===== src/rtl/mod113_pkg.sv =====
// Shared constants, FSM state type and the mod-113 two-threshold reduction
// used by the residue accumulator and the parallel adder tree.
package mod113_pkg;

   localparam int unsigned MODULUS = 113;
   localparam int unsigned RES_W   = 7;
   localparam int unsigned SUM_W   = 9;

   typedef enum logic [1:0] {
      IDLE  = 2'd0,
      ACCUM = 2'd1,
      DONE  = 2'd2
   } state_t;

   // Sum of a canonical residue and a 7-bit term never reaches 3*113,
   // so at most two subtractions of the modulus are needed.
   function automatic logic [RES_W-1:0] mod113_reduce(input logic [SUM_W-1:0] s);
      logic [RES_W-1:0] r;
      if (s >= SUM_W'(2 * MODULUS)) begin
         r = RES_W'(s - SUM_W'(2 * MODULUS));
      end else if (s >= SUM_W'(MODULUS)) begin
         r = RES_W'(s - SUM_W'(MODULUS));
      end else begin
         r = RES_W'(s);
      end
      return r;
   endfunction

endpackage


===== src/rtl/mod113_add_reduce.sv =====
// Combinational a + b folded back to the canonical range 0..112.
module mod113_add_reduce
   import mod113_pkg::*;
(
   input  logic [RES_W-1:0] i_a,
   input  logic [RES_W-1:0] i_b,
   output logic [RES_W-1:0] o_sum_c
);

   logic [SUM_W-1:0] w_sum;

   always_comb begin
      w_sum   = SUM_W'(i_a) + SUM_W'(i_b);
      o_sum_c = mod113_reduce(w_sum);
   end

endmodule


===== src/rtl/mod113_residue_accumulator.sv =====
// Streams weighted partial residues, keeps a running sum mod 113 and presents
// the frame residue, term count and overflow flag, held under back-pressure.
module mod113_residue_accumulator
   import mod113_pkg::*;
#(
   parameter int unsigned MAX_TERMS = 84,
   parameter int unsigned CNT_W     = 7
)(
   input  logic             clk,
   input  logic             rst,
   input  logic             in_valid,
   output logic             in_ready,
   input  logic [RES_W-1:0] in_data,
   input  logic             in_last,
   output logic             out_valid,
   input  logic             out_ready,
   output logic [RES_W-1:0] out_residue,
   output logic [CNT_W-1:0] out_count,
   output logic             out_overflow
);

   state_t           r_state,        w_state_nxt;
   logic [RES_W-1:0] r_acc,          w_acc_nxt;
   logic [CNT_W-1:0] r_cnt,          w_cnt_nxt;
   logic             r_in_ready,     w_in_ready_nxt;
   logic             r_out_valid,    w_out_valid_nxt;
   logic [RES_W-1:0] r_out_residue,  w_out_residue_nxt;
   logic [CNT_W-1:0] r_out_count,    w_out_count_nxt;
   logic             r_out_overflow, w_out_overflow_nxt;

   logic [RES_W-1:0] w_sum;
   logic             w_hs;
   logic             w_at_max;
   logic [CNT_W-1:0] w_cnt_inc;

   mod113_add_reduce u_add (
      .i_a     (r_acc),
      .i_b     (in_data),
      .o_sum_c (w_sum)
   );

   assign w_hs      = in_valid & r_in_ready;
   assign w_at_max  = (r_cnt == CNT_W'(MAX_TERMS - 1));
   assign w_cnt_inc = CNT_W'(r_cnt + 1'b1);

   // Next-state and next-output decode; everything holds unless a handshake
   // or an output release happens.
   always_comb begin
      w_state_nxt        = r_state;
      w_acc_nxt          = r_acc;
      w_cnt_nxt          = r_cnt;
      w_in_ready_nxt     = r_in_ready;
      w_out_valid_nxt    = r_out_valid;
      w_out_residue_nxt  = r_out_residue;
      w_out_count_nxt    = r_out_count;
      w_out_overflow_nxt = r_out_overflow;
      case (r_state)
         IDLE, ACCUM: begin
            if (w_hs) begin
               if (in_last || w_at_max) begin
                  w_state_nxt        = DONE;
                  w_out_residue_nxt  = w_sum;
                  w_out_count_nxt    = w_cnt_inc;
                  w_out_overflow_nxt = ~in_last & w_at_max;
                  w_acc_nxt          = '0;
                  w_cnt_nxt          = '0;
                  w_in_ready_nxt     = 1'b0;
                  w_out_valid_nxt    = 1'b1;
               end else begin
                  w_state_nxt = ACCUM;
                  w_acc_nxt   = w_sum;
                  w_cnt_nxt   = w_cnt_inc;
               end
            end
         end
         DONE: begin
            if (out_ready) begin
               w_state_nxt     = IDLE;
               w_in_ready_nxt  = 1'b1;
               w_out_valid_nxt = 1'b0;
            end
         end
         default: begin
            w_state_nxt     = IDLE;
            w_acc_nxt       = '0;
            w_cnt_nxt       = '0;
            w_in_ready_nxt  = 1'b1;
            w_out_valid_nxt = 1'b0;
         end
      endcase
   end

   always_ff @(posedge clk) begin
      if (rst) begin
         r_state        <= IDLE;
         r_acc          <= '0;
         r_cnt          <= '0;
         r_in_ready     <= 1'b1;
         r_out_valid    <= 1'b0;
         r_out_residue  <= '0;
         r_out_count    <= '0;
         r_out_overflow <= 1'b0;
      end else begin
         r_state        <= w_state_nxt;
         r_acc          <= w_acc_nxt;
         r_cnt          <= w_cnt_nxt;
         r_in_ready     <= w_in_ready_nxt;
         r_out_valid    <= w_out_valid_nxt;
         r_out_residue  <= w_out_residue_nxt;
         r_out_count    <= w_out_count_nxt;
         r_out_overflow <= w_out_overflow_nxt;
      end
   end

   assign in_ready     = r_in_ready;
   assign out_valid    = r_out_valid;
   assign out_residue  = r_out_residue;
   assign out_count    = r_out_count;
   assign out_overflow = r_out_overflow;

endmodule


===== config.mk =====
export PLATFORM = sky130hd
export DESIGN_NAME = mod113_residue_accumulator
export DESIGN_NICKNAME = d
export VERILOG_FILES = /design/src/rtl/mod113_pkg.sv /design/src/rtl/mod113_add_reduce.sv /design/src/rtl/mod113_residue_accumulator.sv
export SDC_FILE = /design/constraint.sdc
export NUM_CORES = 1
export LEC_CHECK = 0
export BUFFER_PORTS_ARGS = -buffer_cell sky130_fd_sc_hd__buf_2
export CORE_ASPECT_RATIO = 1.5
export CORE_MARGIN = 8
export CORE_UTILIZATION = 45
export CTS_CLUSTER_DIAMETER = 120
export DETAILED_ROUTE_END_ITERATION = 8
export PLACE_DENSITY = 0.65
export SLEW_MARGIN = 20
export SYNTH_ARGS = -nofsm -noshare
export SYNTH_HDL_FRONTEND = slang
export SYNTH_HIERARCHICAL = 1
export SYNTH_SLANG_ARGS = --single-unit

===== constraint.sdc =====
create_clock -name clk -period 8.7 [get_ports clk]
set_clock_uncertainty 0.15 [all_clocks]
set_input_delay 2.175 -clock clk [delete_from_list [all_inputs] [get_ports clk]]
set_output_delay 2.175 -clock clk [all_outputs]
set_load 0.02 [all_outputs]

==> qor.yml <==
holdBufCountCts: 0
cts.sinks: 33
synth_top_cells_by_count: "sky130_fd_sc_hd__dfxtp_1 (33), sky130_fd_sc_hd__a21oi_1 (30), sky130_fd_sc_hd__nand3_1 (23)"
globalRouteTotalUtil_pct: 15.9
grt_first_pass_wirelength_um: 9270
synth_top_flop_cell: "sky130_fd_sc_hd__dfxtp_1"
start_kind: "primary input"
report.final.setup_viol: 0
wire_per_inst_um: 16.9
timing.setup.critical_path_class: "in -> reg"
timing.final.crit_share_pct: 55.5
critical-path-max-stage-delay_ns: 0.52
antenna_found_initial: 0
dominant_cell_type_by_area_after_synthesis: "sky130_fd_sc_hd__dfxtp_1"
asyncSetResetFlopFracSynth_pct: 0
worst_ir_drop_vdd_mv: 0.0651
postPlaceCellArea_um2: 2240
post-synth-top-count-cell: "sky130_fd_sc_hd__dfxtp_1"
grt_setup_unrepaired: "no"
syn_inst: 247
power_density_nw_per_um2: 183
synth-seq-cells: 33
final_weighted_congestion_in_routability_driven_placement: 0.877
io_pins: 29
antenna_violating_nets_post_route: 0
timing_hold_violations_final: 0
total_of_max_cap_violations: 0
cts_inserted_buffers: 5
hp-class: "reg -> reg"
synth.top_cells.by_area: "sky130_fd_sc_hd__dfxtp_1 (31%), sky130_fd_sc_hd__ha_1 (7.7%), sky130_fd_sc_hd__a21oi_1 (7.1%), sky130_fd_sc_hd__nand3_1 (5.5%), sky130_fd_sc_hd__nor2_1 (3.4%)"
critical_path_peak_fanout: 7
final_worst_path_period_need_ns: 4.83
clk_transition_reported_paths_ns: 0.07
synth-edff-count: 0
clk_latency_ns: 0.28
coreArea_um2: 4500
synth.distinct_cells: 63
run_status: "complete, no violations"
place.port_buffers: 28
route.detailed.drc: 0
die_w_um: 71.9
fp.dieH_um: 99.9
synthesis.area_per_instance_um2: 8.55
clock.fmax_mhz: 207
post_synth_net_total: 273
drt_iter0_markers: 116
type_of_destination_of_the_critical_path: "flop"
row_count: 30
layout_cells_sized_above_1_pct: 19.3
hold_slack_ns: 0.311
yosys_warnings: 6
critical_path.slowest_cell: "sky130_fd_sc_hd__o311ai_0"
syn-cell-area_um2: 2110
first_global_vias: 1935
routed_via_density: 6.07
syn_to_final_growth_pct: 10.8
detailedRoute.firstPassIterationCount: 4
timing.critical_path.required_ns: 8.76
seq_area_frac_synth_pct: 31.3
slew_viol_final: 0
hpwlAfterDp_um: 4000
layout.nets: 294
clockRootBuffer: "sky130_fd_sc_hd__clkbuf_8"
htree_levels: 2
detail_route.wirelength_um: 5360
critical_path.n_buffers_inverters: 2
p_leak_nw: 0.932
die_area_um2: 7190
crit_chain: "buf_2, ha_1, fa_1, inv_1, ha_1, o2111ai_1, a41oi_4, a21oi_1, o311ai_0, nand3_1, a21oi_1"
cts-resized-gates: 0
clk_path_buf_depth: 2
grt_start_max_net_pins: 34
cp_top_family: "compound AO/OA/AOI/OAI gates"
post-cts-setup-buffer-count: 0
max_slew.worst_pin.slew_ns: 1.06
yosys.area.top_type_share_pct: 31.3
grt.overflow.total: 0
setup-tns-final_ns: 0
start_util_pct: 46.9
insertedDiodeCount: 0
cts_tree: "done"
max_slew_margin_pct: 29.5
fin_area_um2: 2340
critical_path_arrival_ns: 4.89
via_count: 1923
[cell usage in the layout (no fill, tap or decap), types with 2 or more instances in the layout]
cell type | synthesis | routed
sky130_fd_sc_hd__nand2_1 | 12 | 12
sky130_fd_sc_hd__o31ai_1 | 3 | 3
sky130_fd_sc_hd__dfxtp_1 | 33 | 33
sky130_fd_sc_hd__clkbuf_8 | 0 | 7
sky130_fd_sc_hd__o21ai_0 | 12 | 12
sky130_fd_sc_hd__a21oi_1 | 30 | 30
sky130_fd_sc_hd__a211oi_1 | 8 | 8
sky130_fd_sc_hd__buf_2 | 5 | 28
sky130_fd_sc_hd__a21oi_2 | 2 | 2
sky130_fd_sc_hd__nand2b_1 | 2 | 2
sky130_fd_sc_hd__nor2_1 | 19 | 19
sky130_fd_sc_hd__xor2_1 | 3 | 3
sky130_fd_sc_hd__mux2i_1 | 2 | 2
sky130_fd_sc_hd__and3_1 | 2 | 2
sky130_fd_sc_hd__nor3b_1 | 2 | 2
sky130_fd_sc_hd__nand3_1 | 23 | 23
sky130_fd_sc_hd__ha_1 | 13 | 13
sky130_fd_sc_hd__inv_1 | 11 | 11
sky130_fd_sc_hd__xnor2_1 | 5 | 5
sky130_fd_sc_hd__nor3_1 | 2 | 2
sky130_fd_sc_hd__a22oi_1 | 8 | 8
sky130_fd_sc_hd__a31oi_1 | 2 | 2
sky130_fd_sc_hd__nand4_1 | 2 | 2
sky130_fd_sc_hd__or3_1 | 2 | 2
[routing by layer]
| metal | GRT usage, % | share of wire (%) | vias up |
|---|---|---|---|
| met5 | 0 | 0 | - |
| met4 | 8.53 | 3.2 | 0 |
| met3 | 2.50 | 2.9 | 14 |
| met2 | 29.2 | 54 | 33 |
| met1 | 16.6 | 39 | 911 |
| li1 | - | - | 965 |
[cells by family (layout without fill, tap and decap cells)]
group | count (synthesis) | after routing | share of synthesized area, %
simple gates | 78 | 78 | 19.8
buf+inv | 25 | 47 | 5.39
flops | 33 | 33 | 31.3
xor+xnor | 9 | 9 | 4.62
compound gates | 86 | 86 | 29.3
mux | 2 | 2 | 0.948
fa+ha+maj | 14 | 14 | 8.65
[worst paths after layout]
check                                start             end  slack [ns]  cells after the start
worst max-delay path            in_data[0]  out_residue[5]        3.87                     11
worst min-delay path             out_valid       out_valid        0.31                      2
worst max register to register    r_acc[0]  out_residue[5]        5.52                     10
worst min register to register   out_valid       out_valid        0.31                      2
[sequential cells by signal, indices dropped and copies added (netlist names)]
name and flops:
r_cnt 7, out_overflow 1, in_ready 1, r_state 2
out_valid 1, out_residue 7, out_count 7, r_acc 7
[where the power goes]
part	internal, mW	total, mW	switching, mW	leakage [nW]
Combinational	0.0496	0.134	0.0848	0.609
Clock	0.0715	0.126	0.0548	0.0542
Sequential	0.161	0.167	0.00661	0.269
Total	0.282	0.428	0.146	0.932
[cell type report]
cell class                 instances  area, µm²
tap                               48       60.1
clock buffer                       7       96.3
timing repair buffer              28        140
fill                             458       2160
sequential                        33        661
inverter                          11       41.3
clock inverter                     1       5.00
multi-input combinational        189       1340
[tightest hold or removal path, cell delays in order (launching register included)]
cell and delay [ns]:
sky130_fd_sc_hd__dfxtp_1 0.31, sky130_fd_sc_hd__nand2_1 0.05, sky130_fd_sc_hd__a21oi_1 0.05
[through the flow]
stage / util [%] / setup slack [ns] / power (mW) / instances
6_report: 52.0 / 3.87 / 0.428 / 317
5_1_grt: 52.0 / 3.61 / 0.454 / 317
4_1_cts: 52.0 / 3.87 / 0.431 / 317
3_5_place_dp: 49.7 / 3.58 / 0.304 / 309
3_3_place_gp: 49.7 / 3.59 / 0.304 / 309
2_1_floorplan: - / 3.99 / 0.274 / 247
(Power assumes the default switching activity.)
